## config.mk

```make
export PLATFORM = sky130hd
export DESIGN_NAME = obc_answer_responder
export DESIGN_NICKNAME = d
export VERILOG_FILES = /design/src/rtl/error_checking_pkg.sv /design/src/rtl/obc_answer_responder.sv
export SDC_FILE = /design/constraint.sdc
export NUM_CORES = 1
export LEC_CHECK = 0
export CAP_MARGIN = 20
export CORE_MARGIN = 2
export CORE_UTILIZATION = 49
export CTS_CLUSTER_DIAMETER = 30
export DETAILED_ROUTE_END_ITERATION = 7
export GPL_TIMING_DRIVEN = 0
export HOLD_SLACK_MARGIN = 0.06
export PLACE_DENSITY = 0.88
export SYNTH_ARGS = -nofsm -noshare
export SYNTH_HDL_FRONTEND = slang
export SYNTH_SLANG_ARGS = --single-unit
```

## constraint.sdc

```tcl
create_clock -name clk -period 2.04 [get_ports clk]
set_input_delay 0.51 -clock clk [delete_from_list [all_inputs] [get_ports clk]]
set_output_delay 0.51 -clock clk [all_outputs]
set_load 0.1 [all_outputs]
```

## src/rtl/error_checking_pkg.sv

```systemverilog
// Shared definitions for the error-checking watchdog protocol: the question
// width, the responder FSM encodings and the fixed question->answer transform
// that both the OBC responder and the supervisor-side checker use.
package error_checking_pkg;

  // Width of a supervisor question and of the matching answer.
  localparam int QUESTION_W = 4;

  // Responder FSM encodings (kept as plain constants so legacy tools and the
  // supervisor checker can compare raw state values).
  localparam logic [1:0] ST_IDLE    = 2'd0;
  localparam logic [1:0] ST_WAIT    = 2'd1;
  localparam logic [1:0] ST_PRESENT = 2'd2;

  // Fixed transform: bit 0 is the inverted LSB, every higher bit is the XOR of
  // the question bit and its lower neighbour.
  function automatic logic [QUESTION_W-1:0] obc_answer(input logic [QUESTION_W-1:0] q);
    logic [QUESTION_W-1:0] a;
    a[0] = ~q[0];
    for (int i = 1; i < QUESTION_W; i++) begin
      a[i] = q[i] ^ q[i-1];
    end
    return a;
  endfunction

endpackage

```

## src/rtl/obc_answer_responder.sv

```systemverilog
// OBC-side responder of the watchdog protocol. Captures a question, waits a
// programmable delay, then presents the transformed answer until the
// supervisor acknowledges it or the ack window expires. Questions arriving
// while an exchange is in flight are dropped and flagged as overruns.
module obc_answer_responder
  import error_checking_pkg::*;
#(
  parameter int RESP_DELAY  = 2,
  parameter int ACK_TIMEOUT = 8,
  parameter int CNT_W       = 8
) (
  input  logic                  clk,
  input  logic                  reset,
  input  logic                  enable,
  input  logic                  question_valid,
  input  logic [QUESTION_W-1:0] question,
  input  logic                  answer_ack,
  input  logic                  inject_fault,
  output logic [QUESTION_W-1:0] answer,
  output logic                  answer_valid,
  output logic                  busy,
  output logic [CNT_W-1:0]      answered_cnt,
  output logic                  timeout_err,
  output logic                  overrun
);

  // Delay counter holds RESP_DELAY (0..15); ack counter must reach ACK_TIMEOUT-1.
  localparam int DELAY_W = 4;
  localparam int ACK_W   = (ACK_TIMEOUT > 1) ? $clog2(ACK_TIMEOUT) : 1;

  localparam logic [DELAY_W-1:0] DELAY_LOAD = DELAY_W'(RESP_DELAY);
  localparam logic [ACK_W-1:0]   ACK_LAST   = ACK_W'(ACK_TIMEOUT - 1);
  localparam logic [1:0]         ST_AFTER_CAPTURE = (RESP_DELAY == 0) ? ST_PRESENT : ST_WAIT;

  logic [1:0]            state_q,     state_d;
  logic [DELAY_W-1:0]    delay_cnt_q, delay_cnt_d;
  logic [ACK_W-1:0]      ack_cnt_q,   ack_cnt_d;
  logic [QUESTION_W-1:0] answer_q,    answer_d;
  logic [CNT_W-1:0]      cnt_q,       cnt_d;
  logic                  timeout_q,   timeout_d;
  logic                  overrun_q,   overrun_d;

  // Next-state logic for the FSM, counters and registered outputs.
  always_comb begin
    state_d     = state_q;
    delay_cnt_d = delay_cnt_q;
    ack_cnt_d   = ack_cnt_q;
    answer_d    = answer_q;
    cnt_d       = cnt_q;
    timeout_d   = 1'b0;
    // Any question seen while not idle is dropped, including on the exit edge,
    // so a new exchange can never start back-to-back with the previous one.
    overrun_d   = question_valid && (state_q != ST_IDLE);

    case (state_q)
      ST_IDLE: begin
        ack_cnt_d = '0;
        if (enable && question_valid) begin
          // Fault injection flips only bit 0 so the supervisor sees a mismatch.
          answer_d    = obc_answer(question) ^ QUESTION_W'(inject_fault);
          delay_cnt_d = DELAY_LOAD;
          state_d     = ST_AFTER_CAPTURE;
        end
      end

      ST_WAIT: begin
        if (!enable) begin
          state_d     = ST_IDLE;
          delay_cnt_d = '0;
        end else begin
          // Leaving at 1 (not 0) makes valid rise RESP_DELAY+1 edges after capture.
          delay_cnt_d = delay_cnt_q - 1'b1;
          if (delay_cnt_q <= 4'd1) begin
            state_d   = ST_PRESENT;
            ack_cnt_d = '0;
          end
        end
      end

      ST_PRESENT: begin
        if (!enable) begin
          // Silent abort: no count, no error pulse.
          state_d   = ST_IDLE;
          ack_cnt_d = '0;
        end else if (answer_ack) begin
          // Ack wins over a timeout falling on the same edge.
          state_d   = ST_IDLE;
          ack_cnt_d = '0;
          cnt_d     = cnt_q + 1'b1;
        end else if (ack_cnt_q == ACK_LAST) begin
          state_d   = ST_IDLE;
          ack_cnt_d = '0;
          timeout_d = 1'b1;
        end else begin
          ack_cnt_d = ack_cnt_q + 1'b1;
        end
      end

      default: begin
        state_d     = ST_IDLE;
        delay_cnt_d = '0;
        ack_cnt_d   = '0;
      end
    endcase
  end

  // State and output registers; reset clears everything without emitting pulses.
  always_ff @(posedge clk or negedge reset) begin
    if (!reset) begin
      state_q     <= ST_IDLE;
      delay_cnt_q <= '0;
      ack_cnt_q   <= '0;
      answer_q    <= '0;
      cnt_q       <= '0;
      timeout_q   <= 1'b0;
      overrun_q   <= 1'b0;
    end else begin
      state_q     <= state_d;
      delay_cnt_q <= delay_cnt_d;
      ack_cnt_q   <= ack_cnt_d;
      answer_q    <= answer_d;
      cnt_q       <= cnt_d;
      timeout_q   <= timeout_d;
      overrun_q   <= overrun_d;
    end
  end

  assign answer       = answer_q;
  assign answer_valid = (state_q == ST_PRESENT);
  assign busy         = (state_q != ST_IDLE);
  assign answered_cnt = cnt_q;
  assign timeout_err  = timeout_q;
  assign overrun      = overrun_q;

endmodule

```

### Word level (Yosys, flattened, before mapping)

Index checks and enable logic that the tools add are counted.

* register bits: 23
* bits of input ports: 10
* output and inout port bits: 16
* logic and storage cells: 54

* add/subtract/negate cells: 3
* $lt $le $gt $ge: 1
* equality and inequality tests: 8
* mux-type cells: 20
* bitwise operators: 6
* reduce and logical (&&, ||, !) cells: 9

Operators with widths (count)
* $mux 3: 5
* $mux 2: 6
* $pmux 4 s3: 1
* $add 8x1->8 const B: 1
* $mux 4: 2
* $ne 2x2->1 const B: 3
* $pmux 2 s3: 1
* $pmux 3 s2: 1
* $reduce_and 2->1: 3
* $reduce_and 3->1: 2
* $le 4x1->1 const B: 1
* $mux 1: 4
* $ne 4x3->1 const B: 1
* $sub 4x1->4 const B: 1
* $xor 4x1->4: 1
* $add 3x1->3 const B: 1
* $eq 3x3->1 const B: 1
* $ne 3x3->1 const B: 1
* $xor 1x1->1: 3
* $eq 2x1->1 const B: 1
* $eq 2x2->1 const B: 1
* $logic_and 1x1->1: 2
* $logic_not 2->1: 1
* $not 1->1: 2
* $reduce_bool 2->1: 1

### Logic depth before layout (Yosys ltp)

Gate-level depths: netlist of the first run.

* depth in word-level cells: 5
* depth in mapped cells: 5
* depth with buffers taken out: 5

### Least setup slack after synthesis of the first run

OpenSTA, ideal clock, no wires.

* path kind: register to output
* start point: reg state_q[1]
* end point: out answer_valid
* data arrival time: 1.817 ns
* data required time: 1.530 ns
* setup slack: -0.287 ns
* stages on the path, launching flop included: 3
* path buffers: 0
* cell sequence: dfrtp_1 -> inv_2 -> nor2_1

* word-level cells in the longest chain between the ends: 1

RTL lines
* start, declared: line obc_answer_responder.sv:35 `logic [1:0] state_q, state_d;`
* start signal, assigned: line obc_answer_responder.sv:118 `state_q <= state_d;`
* $eq 2x2->1: line obc_answer_responder.sv:129 `assign answer_valid = (state_q == ST_PRESENT);`
* end, declared: line obc_answer_responder.sv:20 `output logic answer_valid,`

No other way between the ends.

### Worst setup path in the final report of the first run

* start point: reg timeout_q, in the netlist timeout_err
* end point: out timeout_err

RTL lines
* start, declared: line obc_answer_responder.sv:40 `logic timeout_q, timeout_d;`
* start signal, assigned: line obc_answer_responder.sv:123 `timeout_q <= timeout_d;`
* end, declared: line obc_answer_responder.sv:23 `output logic timeout_err,`

No word-level cell between the ends.

==> results of run 1 <==
==> through the flow <==
stage / power [W] / hold slack (ps) / std cells / worst slack, ps
3_5_place_dp: 0.00177 / 469 / 151 / -323
2_1_floorplan: 0.00151 / 214 / 99 / 172
4_1_cts: 0.00193 / 486 / 155 / 0.798
6_report: 0.00191 / 478 / 156 / 54.1
3_3_place_gp: 0.00173 / 456 / 151 / -303
5_1_grt: 0.00202 / 471 / 156 / 10.1
==> cell usage in the layout (no fill, tap or decap), drive strengths merged, types with 2 or more instances in the layout <==
master / netlist / routed
buf: 3 / 4
clkdlybuf4s15: 0 / 6
xnor2: 10 / 10
clkdlybuf4s50: 0 / 8
inv: 6 / 6
clkbuf: 0 / 13
ha: 5 / 5
nor3: 4 / 4
and2: 2 / 2
nor4: 2 / 2
o2bb2ai: 2 / 2
a22o: 2 / 2
a21oi: 4 / 4
nor2: 7 / 7
nand2: 8 / 8
dfrtp: 23 / 23
xor2: 3 / 3
a21o: 2 / 2
nand3: 2 / 2
==> where the power goes <==
part	leakage (nW)	internal [W]	switching (W)
Clock	0.0150	0.0000762	0.000130
Combinational	0.387	0.000277	0.000766
Sequential	0.297	0.000563	0.0000948
Total	0.699	0.000916	0.000991
==> final timing paths <==
kind | to | slack, ps | depth (start not counted)
hold reg to reg | answered_cnt[7] | 480 | 1
min in group clk | answered_cnt[7] | 480 | 1
setup / recovery | timeout_err | 50 | 1
hold / removal | answered_cnt[4] | 480 | 1
max in group asynchronous | ack_cnt_q[0] | 1120 | 2
setup reg to reg | ack_cnt_q[2] | 340 | 5
==> final cells by class <==
type / instances / area, µm² / area share
timing repair buffer: 25 / 221 / 0.154
sequential: 23 / 576 / 0.401
buffer: 3 / 23.8 / 0.0166
tap: 28 / 35.0 / 0.0244
clock buffer: 4 / 26.3 / 0.0183
multi-input combinational: 67 / 531 / 0.370
inverter: 6 / 22.5 / 0.0157
==> per-layer routing <==
metal / vias up / track usage / wire, µm
met3: 4 / 0.0257 / 89
met2: 22 / 0.308 / 1110
li1: 406 / - / -
met1: 396 / 0.223 / 892
met4: 0 / 0.0769 / 28
met5: - / 0 / 0
==> sequential cells by signal, indices dropped and copies added, names as in the netlist <==
signal	count
delay_cnt_q	4
state_q	2
timeout_err	1
ack_cnt_q	3
answered_cnt	8
overrun	1
answer	4
==> cell families after synthesis <==
| logic type | synth area share |
|---|---|
| simple gates | 0.197 |
| flops | 0.501 |
| compound gates | 0.0958 |
| xor+xnor | 0.0990 |
| buf+inv | 0.0403 |
| fa+ha+maj | 0.0544 |
| mux | 0.0131 |
==> timing repair <==
action,4_1_cts,5_1_grt
pin swaps,0,0
endpoints found under the hold margin,0,0
endpoints found under the setup margin,16,9
gates resized for setup,41,11
==> impl_metrics.csv, run 1 <==
group,metric,value,unit
clock_tree,cts_tree,"built",
sta,finalCritPeriodShare,0.973,
flow_run,maxCapViolCount,0,
sta,slew_headroom,0.371,
synth,yosysTopAreaCell,"dfrtp_1",
setup_path,path_delay_family,"buffers and inverters",
layout,final_nets,144,
clock_tree,cts_max_level,1,
power,p_per_area,1330,nW/µm²
synth,synth_nets,114,
layout,area_growth,24.8,%
synth,synthCells,99,
run_status,status,"completed",
synth,avgSynthCellArea,11.6,µm²
clock_tree,clock-sinks,23,
floorplanning,fp.dieArea,2750,µm²
setup_path,crit_required,1530,ps
synth,synth-edff-count,0,
routing,wl_per_cell,13.6,µm
routing,vias,828,
setup_path,cp_max_fo,1,
sta,hold_viol,0,
clock_tree,cts-buffers-inserted,3,
layout,utilization,0.649,
layout,design_area,1440,µm²
synth,synth.area.top_cells,"dfrtp_1, xnor2_1, ha_1",
routing,ant_nets,0,
setup_path,crit_slowest_cell,"dlygate4sd2_1",
global_routing,grt_use_total,0.180,
synth,synth_ff_type,"dfrtp_1",
synth,ys_types,35,
setup_path,end_kind,"output port",
routing,drt_iter0_drc,16,
floorplanning,start_util,0.520,
clock_tree,cts_hold_buf,0,
floorplanning,rows,17,
synth,synth-seq-cells,23,
synth,yosysSeqAreaShare,0.501,
placed_design,place_area,1430,µm²
sta,max_freq,0.504,GHz
global_routing,gr-total-overflow,0,
setup_path,cpPeakStageDelay,840,ps
synth,ys.warnings.count,0,
layout,drive_gt1_frac,0.242,
routing,vias_per_cell,5.31,
setup_path,critPathBufInv,1,
setup_path,worstReg2RegStart,"delay_cnt_q[0]",
setup_path,crit_arrival,1480,ps
synth,synth_top_area_share,0.501,
synth,netlist_area,1150,µm²
synth,yosys-top-cells-count,"dfrtp_1, xnor2_1, nand2_1",
sta,finalSetupTns,0,ps
placed_design,gp_congestion,0.847,
global_routing,antenna_found_initial,0,
sta,skew,4.30,ps
clock_tree,path_clk_slew,120,ps
clock_tree,cts_root_buf,"clkbuf_4",
clock_tree,max-clock-path-buffers,2,
worst_hold_path,hp-class,"input pin to async pin",
layout,antenna_cells,0,
sta,layout_min_cycle_time,1990,ps
placed_design,port-buffer-count,24,
synth,async_flop_share,1.00,
sta,setup_viol,0,
floorplanning,die_x,52.4,µm
floorplanning,die_h,52.4,µm
setup_path,critPathKind,"flop to output port",
routing,drt_first_pass_iters,4,
setup_path,cp_cell_sequence,"dlygate4sd2_1",
routing,drc_errors,0,
global_routing,first_global_vias,815,
layout,num-fill-cells,189,
power,p_leak,0.699,nW
floorplanning,io_pins,26,
routing,wirelength,2120,µm
floorplanning,coreArea,2210,µm²
sta,rsz0062_at_grt,"false",
setup_path,start_kind,"flop",
placed_design,hpwl,1640,µm
global_routing,grt_max_degree,24,
synth,yosysMostFrequentCell,"dfrtp_1",
power,ir_worst_vdd,1070,µV
sta,worstMarginPinSlew,947,ps
sta,drv_slew,0,
global_routing,grt_pass1_wl,3620,µm
setup_path,critPathLaunch,"timeout_err",
clock_tree,cts_setup_buffers,0,
clock_tree,clk-insertion-delay-late,300,ps
Power figures use the tool's default switching activity.
==> run 2, diff against run 1 <==
SKIP_CTS_REPAIR_TIMING = 1   (was not set)
==> run 2 against run 1 <==
- critical path depth did not move
- critical endpoint is now answered_cnt[5]
- register-to-register slack is essentially flat
- sequential cell count stayed put
- wire length is 0.71% higher
- sequential power barely moved
- core utilization is 1.5 points higher
- fmax increased by 0.67%
- die area unchanged
- highest routed layer unchanged
==> impl_metrics.csv, run 2 (same netlist as run 1, synthesis figures left out) <==
group,metric,value,unit
run_status,status,"completed",
floorplanning,die_h,52.4,µm
global_routing,antenna_found_initial,0,
global_routing,grt_use_total,0.179,
setup_path,cp_cell_sequence,"dlymetal6s2s_1",
layout,antenna_cells,0,
setup_path,cp_max_fo,3,
global_routing,grt_max_degree,24,
global_routing,first_global_vias,825,
power,ir_worst_vdd,1070,µV
layout,num-fill-cells,184,
clock_tree,cts-buffers-inserted,3,
routing,drt_first_pass_iters,4,
routing,wl_per_cell,13.7,µm
layout,final_nets,144,
worst_hold_path,hp-class,"flop to flop",
routing,wirelength,2140,µm
sta,drv_slew,0,
routing,drt_iter0_drc,15,
layout,drive_gt1_frac,0.172,
sta,timing.final.ws_setup,67.4,ps
floorplanning,io_pins,26,
setup_path,crit_arrival,1460,ps
clock_tree,cts_root_buf,"clkbuf_4",
clock_tree,cts_tree,"built",
floorplanning,fp.dieArea,2750,µm²
layout,design_area,1470,µm²
sta,setup_viol,0,
clock_tree,clk-insertion-delay-late,300,ps
placed_design,hpwl,1640,µm
setup_path,cpPeakStageDelay,760,ps
clock_tree,cts_max_level,1,
sta,worstMarginPinSlew,971,ps
clock_tree,clock-sinks,23,
sta,skew,4.30,ps
placed_design,dp_slack,-323,ps
floorplanning,rows,17,
layout,utilization,0.664,
sta,finalCritPeriodShare,0.967,
sta,rsz0062_at_grt,"false",
setup_path,end_kind,"output port",
layout,multi_input_area,531,µm²
setup_path,start_kind,"flop",
sta,hold_slack,476,ps
setup_path,path_delay_family,"buffers and inverters",
routing,ant_nets,0,
global_routing,gr-total-overflow,0,
layout,seq_area,576,µm²
setup_path,critPathBufInv,1,
power,p_per_area,1320,nW/µm²
layout,area_growth,27.7,%
flow_run,maxCapViolCount,0,
routing,vias_per_cell,5.40,
setup_path,crit_slowest_cell,"dlymetal6s2s_1",
power,p_leak,0.812,nW
placed_design,port-buffer-count,24,
sta,slew_headroom,0.352,
clock_tree,max-clock-path-buffers,2,
layout,final_cell_mix,"dfrtp_1, xnor2_1, dlymetal6s2s_1",
placed_design,place_area,1430,µm²
floorplanning,die_x,52.4,µm
layout,largest_register_ffs,8,
layout,final_common_cell,"dfrtp_1",
floorplanning,start_util,0.520,
setup_path,critPathKind,"flop to output port",
floorplanning,coreArea,2210,µm²
placed_design,gp_congestion,0.847,
sta,hold_viol,0,
sta,max_freq,0.507,GHz
routing,drc_errors,0,
clock_tree,path_clk_slew,120,ps
global_routing,grt_pass1_wl,3620,µm
routing,vias,842,
setup_path,crit_required,1530,ps
sta,layout_min_cycle_time,1970,ps
[run 2: stage by stage]
step	setup TNS, ps	power [W]	instances
2_1_floorplan	0	0.00151	99
3_3_place_gp	-639	0.00173	151
3_5_place_dp	-759	0.00177	151
4_1_cts	-5830	0.00197	155
5_1_grt	0	0.00205	156
6_report	0	0.00194	156
[run 2: layer usage]
layer | vias to the layer above | wire length, µm | GRT usage
li1 | 408 | - | -
met1 | 403 | 889 | 0.223
met2 | 27 | 1120 | 0.306
met3 | 4 | 97 | 0.0257
met4 | 0 | 28 | 0.0769
met5 | - | 0 | 0
[run 2: path summary, 6_finish.rpt]
check / endpoint / slack, ps / cells after the start / start
worst max register to register: ack_cnt_q[2] / 340 / 5 / delay_cnt_q[0]
worst min register to register: answered_cnt[7] / 480 / 1 / answered_cnt[7]
max in group asynchronous: ack_cnt_q[0] / 1080 / 2 / reset
min in group asynchronous: answered_cnt[4] / 510 / 1 / reset
worst max-delay path: answered_cnt[5] / 70 / 1 / answered_cnt[5]
worst min-delay path: answered_cnt[7] / 480 / 1 / answered_cnt[7]
[run 2: area by class of cell]
class	instances	area share
plain buffers	3	0.0162
clock buffers	4	0.0179
inverters	6	0.0153
multi-input cells	67	0.361
flip-flops and latches	23	0.392
well taps	28	0.0239
repair buffers	25	0.174
[run 2: worst reg2reg max path, cell delays in order, from the launching register on]
cell      delay [ps]
dfrtp_1          430
inv_1             60
ha_1             220
or2_1            250
a311oi_1         470
a22o_1           210
[run 2: power by group]
group	switching, W	leakage [nW]	total (W)	internal (W)
Sequential	0.0000924	0.297	0.000655	0.000563
Combinational	0.000766	0.500	0.00108	0.000310
Clock	0.000131	0.0150	0.000207	0.0000762
==> run 3, diff against run 2 <==
ABC_CLOCK_PERIOD_IN_PS = 2040   (was not set)
SLEW_MARGIN = 20   (was not set)
==> run 3 against run 2 <==
- combinational power barely moved
- clock-buffer cell count did not move
- cell area fell by 1.4%
- setup slack got worse by 1.1 ps
- register-to-register slack barely moved
- sequential power barely moved
- clock skew barely moved
- core utilization fell by 0.91 points
- sequential cell count did not move
- wire length rose by 0.37%
- sequential share of layout area rose by 0.54 points
- critical path type unchanged
- largest power group unchanged
==> impl_metrics.csv, run 3 (same netlist as run 1, synthesis figures left out) <==
group,metric,value,unit
run_status,status,"completed",
global_routing,grt_use_total,0.179,
routing,wirelength,2150,µm
clock_tree,cts_tree,"built",
layout,final_common_cell,"dfrtp_1",
power,total_power,0.00193,W
clock_tree,cts-buffers-inserted,3,
setup_path,crit_arrival,1460,ps
floorplanning,io_pins,26,
floorplanning,rows,17,
clock_tree,max-clock-path-buffers,2,
sta,layout_min_cycle_time,1970,ps
worst_hold_path,hp-class,"input pin to async pin",
routing,ant_nets,0,
sta,setup_viol,0,
layout,antenna_cells,0,
sta,drv_slew,0,
sta,max_freq,0.507,GHz
sta,hold_slack,149,ps
layout,num-fill-cells,186,
layout,design_area,1450,µm²
global_routing,antenna_found_initial,0,
routing,vias_per_cell,5.45,
routing,drt_iter0_drc,16,
layout,drive_gt1_frac,0.173,
sta,worstMarginPinSlew,971,ps
setup_path,critPathBufInv,1,
placed_design,place_area,1430,µm²
routing,top_layer,"met4",
setup_path,cp_max_fo,3,
setup_path,end_kind,"output port",
routing,drc_errors,0,
floorplanning,die_x,52.4,µm
setup_path,path_delay_family,"buffers and inverters",
sta,slew_headroom,0.352,
global_routing,first_global_vias,825,
routing,vias,844,
floorplanning,coreArea,2210,µm²
sta,finalCritPeriodShare,0.967,
global_routing,gr-total-overflow,0,
layout,final_cell_mix,"dfrtp_1, xnor2_1, dlymetal6s2s_1",
floorplanning,fp.dieArea,2750,µm²
setup_path,crit_required,1530,ps
setup_path,cpPeakStageDelay,760,ps
power,p_per_area,1330,nW/µm²
global_routing,grt_pass1_wl,3620,µm
placed_design,gp_congestion,0.847,
setup_path,start_kind,"flop",
sta,rsz0062_at_grt,"false",
global_routing,grt_max_degree,24,
power,p_leak,0.805,nW
floorplanning,start_util,0.520,
setup_path,critPathKind,"flop to output port",
clock_tree,path_clk_slew,120,ps
sta,hold_viol,0,
routing,met2_length,1130,µm
routing,wl_met3,106,µm
clock_tree,clk-insertion-delay-late,300,ps
layout,final_nets,143,
power,ir_worst_vdd,1070,µV
setup_path,crit_slowest_cell,"dlymetal6s2s_1",
routing,wl_per_cell,13.9,µm
placed_design,port-buffer-count,24,
flow_run,maxCapViolCount,0,
layout,area_growth,26.0,%
clock_tree,cts_root_buf,"clkbuf_4",
setup_path,cp_cell_sequence,"dlymetal6s2s_1",
floorplanning,die_h,52.4,µm
routing,drt-met1-wl,882,µm
layout,largest_register_ffs,8,
layout,utilization,0.655,
routing,drt_first_pass_iters,4,
clock_tree,clock-sinks,23,
clock_tree,cts_max_level,1,
sta,skew,4.35,ps
placed_design,hpwl,1640,µm
-- run 3: cell count changes in the layout (fill, tap and decap cells not counted), sizes merged --
cell           before  now
clkdlybuf4s50       8    7
-- run 3: worst paths after layout --
path                                 startpoint               to  slack (ps)  cells past startpoint
worst max-delay path            answered_cnt[5]  answered_cnt[5]          70                      1
max in group asynchronous                 reset     ack_cnt_q[0]        1550                      1
worst min register to register  answered_cnt[7]  answered_cnt[7]         480                      1
worst max register to register   delay_cnt_q[0]     ack_cnt_q[2]         340                      5
min in group clk                answered_cnt[7]  answered_cnt[7]         480                      1
worst min-delay path                      reset  answered_cnt[4]         150                      1
-- run 3: power by group --
group | internal (W) | switching [W]
clock network | 0.0000762 | 0.000131
registers | 0.000563 | 0.0000924
logic | 0.000306 | 0.000765
total | 0.000945 | 0.000989
-- run 3: metrics by stage --
stage	setup WS [ps]	cells	setup TNS [ps]
5_1_grt	3.29	155	0
3_3_place_gp	-303	151	-639
2_1_floorplan	172	99	0
3_5_place_dp	-323	151	-759
6_report	66.3	155	0
4_1_cts	-680	155	-5830
-- run 3: cell type report --
| class | instances | area (µm²) | share of cell area |
|---|---|---|---|
| tap | 28 | 35.0 | 0.0242 |
| buffer | 3 | 23.8 | 0.0164 |
| inverter | 6 | 22.5 | 0.0155 |
| multi-input combinational | 67 | 531 | 0.366 |
| timing repair buffer | 24 | 235 | 0.162 |
| sequential | 23 | 576 | 0.397 |
| clock buffer | 4 | 26.3 | 0.0181 |
-- run 3: metal layers --
layer  GRT usage  up-vias
met1       0.223      405
met4      0.0769        0
met2       0.306       29
li1            -      406
met5           0        -
met3      0.0257        4
